### src/rtl/bcd_disp_pkg.sv
// bcd_disp_pkg: shared constants for the BCD seven-segment scan controller.
// Segment bit order is {g,f,e,d,c,b,a}, active low.
package bcd_disp_pkg;
  localparam logic [6:0] SEG_BLANK = 7'h7F;
  localparam logic [9:0][6:0] SEG_LUT = {
    7'h10, 7'h00, 7'h78, 7'h02, 7'h12, 7'h19, 7'h30, 7'h24, 7'h79, 7'h40
  };
  typedef enum logic {BLANK, SCAN} state_t;
endpackage

### src/rtl/bcd_to_7seg.sv
// bcd_to_7seg: combinational BCD to active-low seven-segment decoder; codes 10-15 blank.
module bcd_to_7seg
  import bcd_disp_pkg::*;
(
  input  logic [3:0] i_bcd,
  output logic [6:0] o_seg
);
  assign o_seg = (i_bcd > 4'd9) ? SEG_BLANK : SEG_LUT[i_bcd];
endmodule

### src/rtl/bcd_scan_ctrl.sv
// bcd_scan_ctrl: time-multiplexed NDIG-digit seven-segment scanner with shadowed BCD load.
// Define BCD_LZB_EN to enable leading-zero blanking.
module bcd_scan_ctrl
  import bcd_disp_pkg::*;
#(
  parameter int NDIG     = 4,
  parameter int SCAN_DIV = 50000
) (
  input  logic              clk,
  input  logic              rst_n,
  input  logic              disp_en,
  input  logic              load_valid,
  output logic              load_ready,
  input  logic [4*NDIG-1:0] load_bcd,
  output logic [6:0]        seg_n,
  output logic [NDIG-1:0]   dig_n,
  output logic              frame_start
);
  localparam int IW = $clog2(NDIG);
  localparam int PW = $clog2(SCAN_DIV);

  state_t            r_state, w_state_nxt;
  logic [PW-1:0]     r_pre, w_pre_nxt;
  logic [IW-1:0]     r_idx, w_idx_nxt;
  logic [4*NDIG-1:0] r_active, r_shadow, w_active_nxt;
  logic              r_pending;
  logic [6:0]        r_seg, w_seg;
  logic [NDIG-1:0]   r_dig;
  logic [3:0]        w_digit;
  logic              w_xfer, w_tick, w_wrap, w_on, w_lzb;

  always_ff @(posedge clk or negedge rst_n)
    if (!rst_n) r_state <= BLANK;
    else        r_state <= w_state_nxt;

  // Outputs are registered from next-state values so seg/dig switch together with idx.
  always_comb begin
    w_xfer       = load_valid & ~r_pending;
    w_tick       = r_state == SCAN && disp_en && r_pre == PW'(SCAN_DIV - 1);
    w_wrap       = w_tick && r_idx == IW'(NDIG - 1);
    w_state_nxt  = (r_state == BLANK && w_xfer) ? SCAN : r_state;
    w_pre_nxt    = w_tick ? '0 : (r_state == SCAN && disp_en) ? r_pre + 1'b1 : r_pre;
    w_idx_nxt    = w_wrap ? '0 : w_tick ? r_idx + 1'b1 : r_idx;
    w_active_nxt = (r_state == BLANK && w_xfer) ? load_bcd :
                   (w_wrap && r_pending) ? r_shadow : r_active;
    w_digit      = w_active_nxt[4*w_idx_nxt +: 4];
    w_on         = w_state_nxt == SCAN && disp_en;
`ifdef BCD_LZB_EN
    w_lzb        = w_idx_nxt != '0 && (w_active_nxt >> (4*w_idx_nxt)) == '0;
`else
    w_lzb        = 1'b0;
`endif
  end

  bcd_to_7seg u_dec (.i_bcd(w_digit), .o_seg(w_seg));

  always_ff @(posedge clk or negedge rst_n)
    if (!rst_n) begin
      r_pre     <= '0;
      r_idx     <= '0;
      r_active  <= '0;
      r_shadow  <= '0;
      r_pending <= 1'b0;
      r_seg     <= SEG_BLANK;
      r_dig     <= '1;
    end else begin
      r_pre     <= w_pre_nxt;
      r_idx     <= w_idx_nxt;
      r_active  <= w_active_nxt;
      r_shadow  <= (r_state == SCAN && w_xfer) ? load_bcd : r_shadow;
      r_pending <= (r_state == SCAN && w_xfer) ? 1'b1 : w_wrap ? 1'b0 : r_pending;
      r_seg     <= (w_on && !w_lzb) ? w_seg : SEG_BLANK;
      r_dig     <= w_on ? ~(NDIG'(1) << w_idx_nxt) : '1;
    end

  assign load_ready  = ~r_pending;
  assign seg_n       = r_seg;
  assign dig_n       = r_dig;
  assign frame_start = w_wrap;
endmodule

### config.mk
export PLATFORM = sky130hd
export DESIGN_NAME = bcd_scan_ctrl
export DESIGN_NICKNAME = d
export VERILOG_FILES = /design/src/rtl/bcd_disp_pkg.sv /design/src/rtl/bcd_to_7seg.sv /design/src/rtl/bcd_scan_ctrl.sv
export SDC_FILE = /design/constraint.sdc
export NUM_CORES = 1
export LEC_CHECK = 0
export ABC_AREA = 1
export BUFFER_PORTS_ARGS = -buffer_cell sky130_fd_sc_hd__buf_4
export CELL_PAD_IN_SITES_DETAIL_PLACEMENT = 1
export CELL_PAD_IN_SITES_GLOBAL_PLACEMENT = 1
export CORE_ASPECT_RATIO = 1.1
export CORE_UTILIZATION = 38
export DETAILED_ROUTE_END_ITERATION = 10
export PLACE_DENSITY = 0.73
export SLEW_MARGIN = 20
export SYNTH_ARGS = -nofsm -noshare
export SYNTH_HDL_FRONTEND = slang
export SYNTH_SLANG_ARGS = --single-unit
### constraint.sdc
create_clock -name clk -period 4.95 [get_ports clk]
set_clock_uncertainty 0.15 [all_clocks]
set_input_delay 0 -clock clk [delete_from_list [all_inputs] [get_ports clk]]
set_output_delay 0 -clock clk [all_outputs]
set_load 0.01 [all_outputs]
==> reports/metrics.cfg <==
[run_status]
outcome = completed

[job]
drv_cap = 0

[sta]
whs_ns = 0.121
hold_viol = 0
rsz0062_at_grt = false
tns_ns = 0
setup_violations = 0
finalWorstSetupSlack_ns = 1.60
fin_crit_ns = 3.35
max_slew.worst_pin.slew_ns = 1.07
drv_slew = 0
fmax_ghz = 0.299
maxSlewHeadroom_pct = 28.4
period_share_pct = 67.6

[setup_path]
required_ns = 5.09
crit_type = flop to flop
path_delay_family = simple AND/OR/NAND/NOR gates
crit_arrival_ns = 3.48
end_kind = flop
startpoint_type = flop
cp_slowest_stage_delay_ns = 0.56
critPathLaunch = r_pre[0]
regToRegSetupSlack_ns = 1.60
critPathBufInv = 2
reg2reg_to = seg_n[6]
worst_path_most_repeated_cell = nand2_1
slowest_stage = nand4_2
crit_chain = ha_1, nand3_1, nor2_2, nand4_2, nand2_1, o211ai_1, o21ai_0, nand2_1, nand2_1, inv_1, nand2_1, inv_1, ha_1, or2_2, nand2_2, a21oi_4, nand2_1
reg2regPathDepth = 17
crit_fanout = 24
r2r-start = r_pre[0]
crit_end = seg_n[6]
worst-path-stages = 17

[synth]
synth_nets = 427
synthCells = 400
syn_area_um2 = 3220
synth_cell_types = 34
ys_seq_elements = 63
synth_seq_area_share_pct = 49.4
yosys_warnings = 0
synth.avg_cell_area_um2 = 8.05

[clock_tree]
htreeDepth = 3
hold_buffers = 19
clkSinkCount = 63
cts.path.max_buffers = 2
clk_pin_slew_ns = 0.08
cts_tree = built
ctsResizeCount = 0
cts_made_buffers = 9
cts_setup_buffers = 0
insertion_delay_ns = 0.35
clockRootBuffer = clkbuf_8

[route]
drtPass1Iterations = 4
drcViolationCount = 0
vias = 2758
finalWirelength_mm = 8.12
drt_iter0_drc = 70
ant_nets = 0
viasPerCell = 4.87
wl_per_cell_um = 14.3

[floorplan]
core_region_area_um2 = 8040
start_util_pct = 40.1
io_pins = 33
die_h_um = 98.6
die_w_um = 89.8
rows = 34
die-area_um2 = 8850

[power_and_ir_drop]
power_density_nw_per_um2 = 291
power.leakage_nw = 2.06
max-vdd-ir-drop_uv = 108

[global_routing]
grt_pass1_vias = 2899
antenna_found_initial = 0
track_usage_pct = 20.4
grt_start_max_net_pins = 64
grt_pass1_wl_mm = 14.1
grt_remaining_overflow = 0

[hold_path]
min_path_type = input pin to async pin

[finish]
drive_gt1_share_pct = 19.0
syn_to_final_growth_pct = 22.6
antennaDiodeCount = 0
nNetsFinal = 480

[placed_design]
place_ws_ns = 1.62
globalplace.congestion = 0.786
post-dp-hpwl_mm = 5.55
io_buffers = 32

-- stage by stage --
| step | instances | cell area [µm²] | total power [mW] | util [%] |
|---|---|---|---|---|
| global route | 566 | 3950 | 1.21 | 49.1 |
| global placement | 531 | 3560 | 0.678 | 44.3 |
| finish | 566 | 3950 | 1.15 | 49.1 |
| floorplan | 400 | 3220 | 0.635 | - |
| CTS | 566 | 3950 | 1.16 | 49.1 |
| detailed placement | 531 | 3560 | 0.683 | 44.3 |
-- report_power, final --
part           switching, mW  internal [mW]  total [mW]
sequential            0.0320          0.544       0.576
combinational         0.0639         0.0476       0.111
clock                  0.204          0.260       0.463
total                  0.299          0.852        1.15
-- sequential cells by signal, indices dropped and copies added, names as in the netlist --
| signal | cells |
|---|---|
| r_active | 16 |
| r_state | 1 |
| r_pending | 1 |
| r_idx | 2 |
| dig_n | 4 |
| seg_n | 7 |
| r_pre | 16 |
| r_shadow | 16 |
-- cells in the mapped netlist --
library cell,number,area [µm²]
inv_2,8,30.0
a21oi_1,14,70.1
dfstp_2,11,289
or2_1,1,6.26
or2_2,1,6.26
xor2_1,2,17.5
nand4_2,1,12.5
a21oi_4,1,16.3
nor3_1,5,25.0
dfrtp_1,52,1300
and2_4,1,8.76
o21ai_0,21,105
clkinv_1,1,3.75
o211ai_1,5,37.5
nor2_2,4,25.0
nand2_4,1,11.3
nand2_1,117,439
buf_2,3,15.0
nand4_1,10,62.6
a31oi_1,1,6.26
mux2_2,4,45.0
o21ai_1,5,25.0
o21ai_4,2,32.5
ha_1,7,87.6
o21a_1,1,7.51
clkbuf_1,6,22.5
nor2_1,21,78.8
nand3_1,20,100
nor4_1,4,25.0
nand2_2,3,18.8
buf_4,1,7.51
nor2_4,3,33.8
inv_1,60,225
nor3b_1,3,22.5
-- worst min-delay path by stage --
stage | endpoint | slack, ns | from | cells past startpoint
after global placement | r_shadow[6] | -0.001 | rst_n | 1
after detailed placement | r_shadow[6] | -0.0006 | rst_n | 1
after floorplan | r_active[0] | -0.45 | rst_n | 0
after global routing | r_active[6] | 0.19 | rst_n | 2
final | r_shadow[6] | 0.12 | rst_n | 2
after CTS | r_shadow[6] | 0.16 | rst_n | 2
-- routing by layer --
layer | routed length [µm] | vias to the layer above | GRT usage (%) | share of wire, %
li1 | - | 1366 | - | -
met1 | 3760 | 1347 | 25.3 | 46
met2 | 4030 | 34 | 35.0 | 50
met3 | 220 | 11 | 4.63 | 2.7
met4 | 104 | 0 | 6.81 | 1.3
met5 | 0 | - | 0 | 0
-- cell usage in the layout (no fill, tap or decap) --
cell type      instances
a21oi_1               14
a21oi_4                1
a31oi_1                1
and2_4                 1
buf_4                 33
bufinv_16              1
clkbuf_1               2
clkbuf_8              11
clkinv_1               1
clkinv_2               1
clkinvlp_4             1
dfrtp_1               52
dfstp_2               11
dlygate4sd3_1         19
ha_1                   7
inv_1                 60
inv_2                  8
mux2_2                 4
nand2_1              117
nand2_2                3
nand2_4                1
nand3_1               20
nand4_1               10
nand4_2                1
nor2_1                21
nor2_2                 4
nor2_4                 3
nor3_1                 5
nor3b_1                3
nor4_1                 4
o211ai_1               5
o21a_1                 1
o21ai_0               21
o21ai_1                5
o21ai_4                2
or2_1                  1
or2_2                  1
xor2_1                 2
-- final cells by class --
type,count,area (µm²)
Fill cell,983,4090
Sequential cell,63,1590
Multi-Input combinational cell,258,1330
Timing Repair Buffer,52,438
Inverter,69,259
Clock buffer,13,159
Tap cell,108,135
Clock inverter,3,42.5
-- logic make-up after synthesis --
family / share of synthesized area, %
AND/OR/NAND/NOR: 27.2
buffers and inverters: 9.44
flip-flops: 49.4
AO/OA/AOI/OAI: 9.32
adder cells (fa/ha/maj): 2.72
multiplexers: 1.40
XOR/XNOR: 0.544
Note: power is estimated with default switching activity, not from simulation.
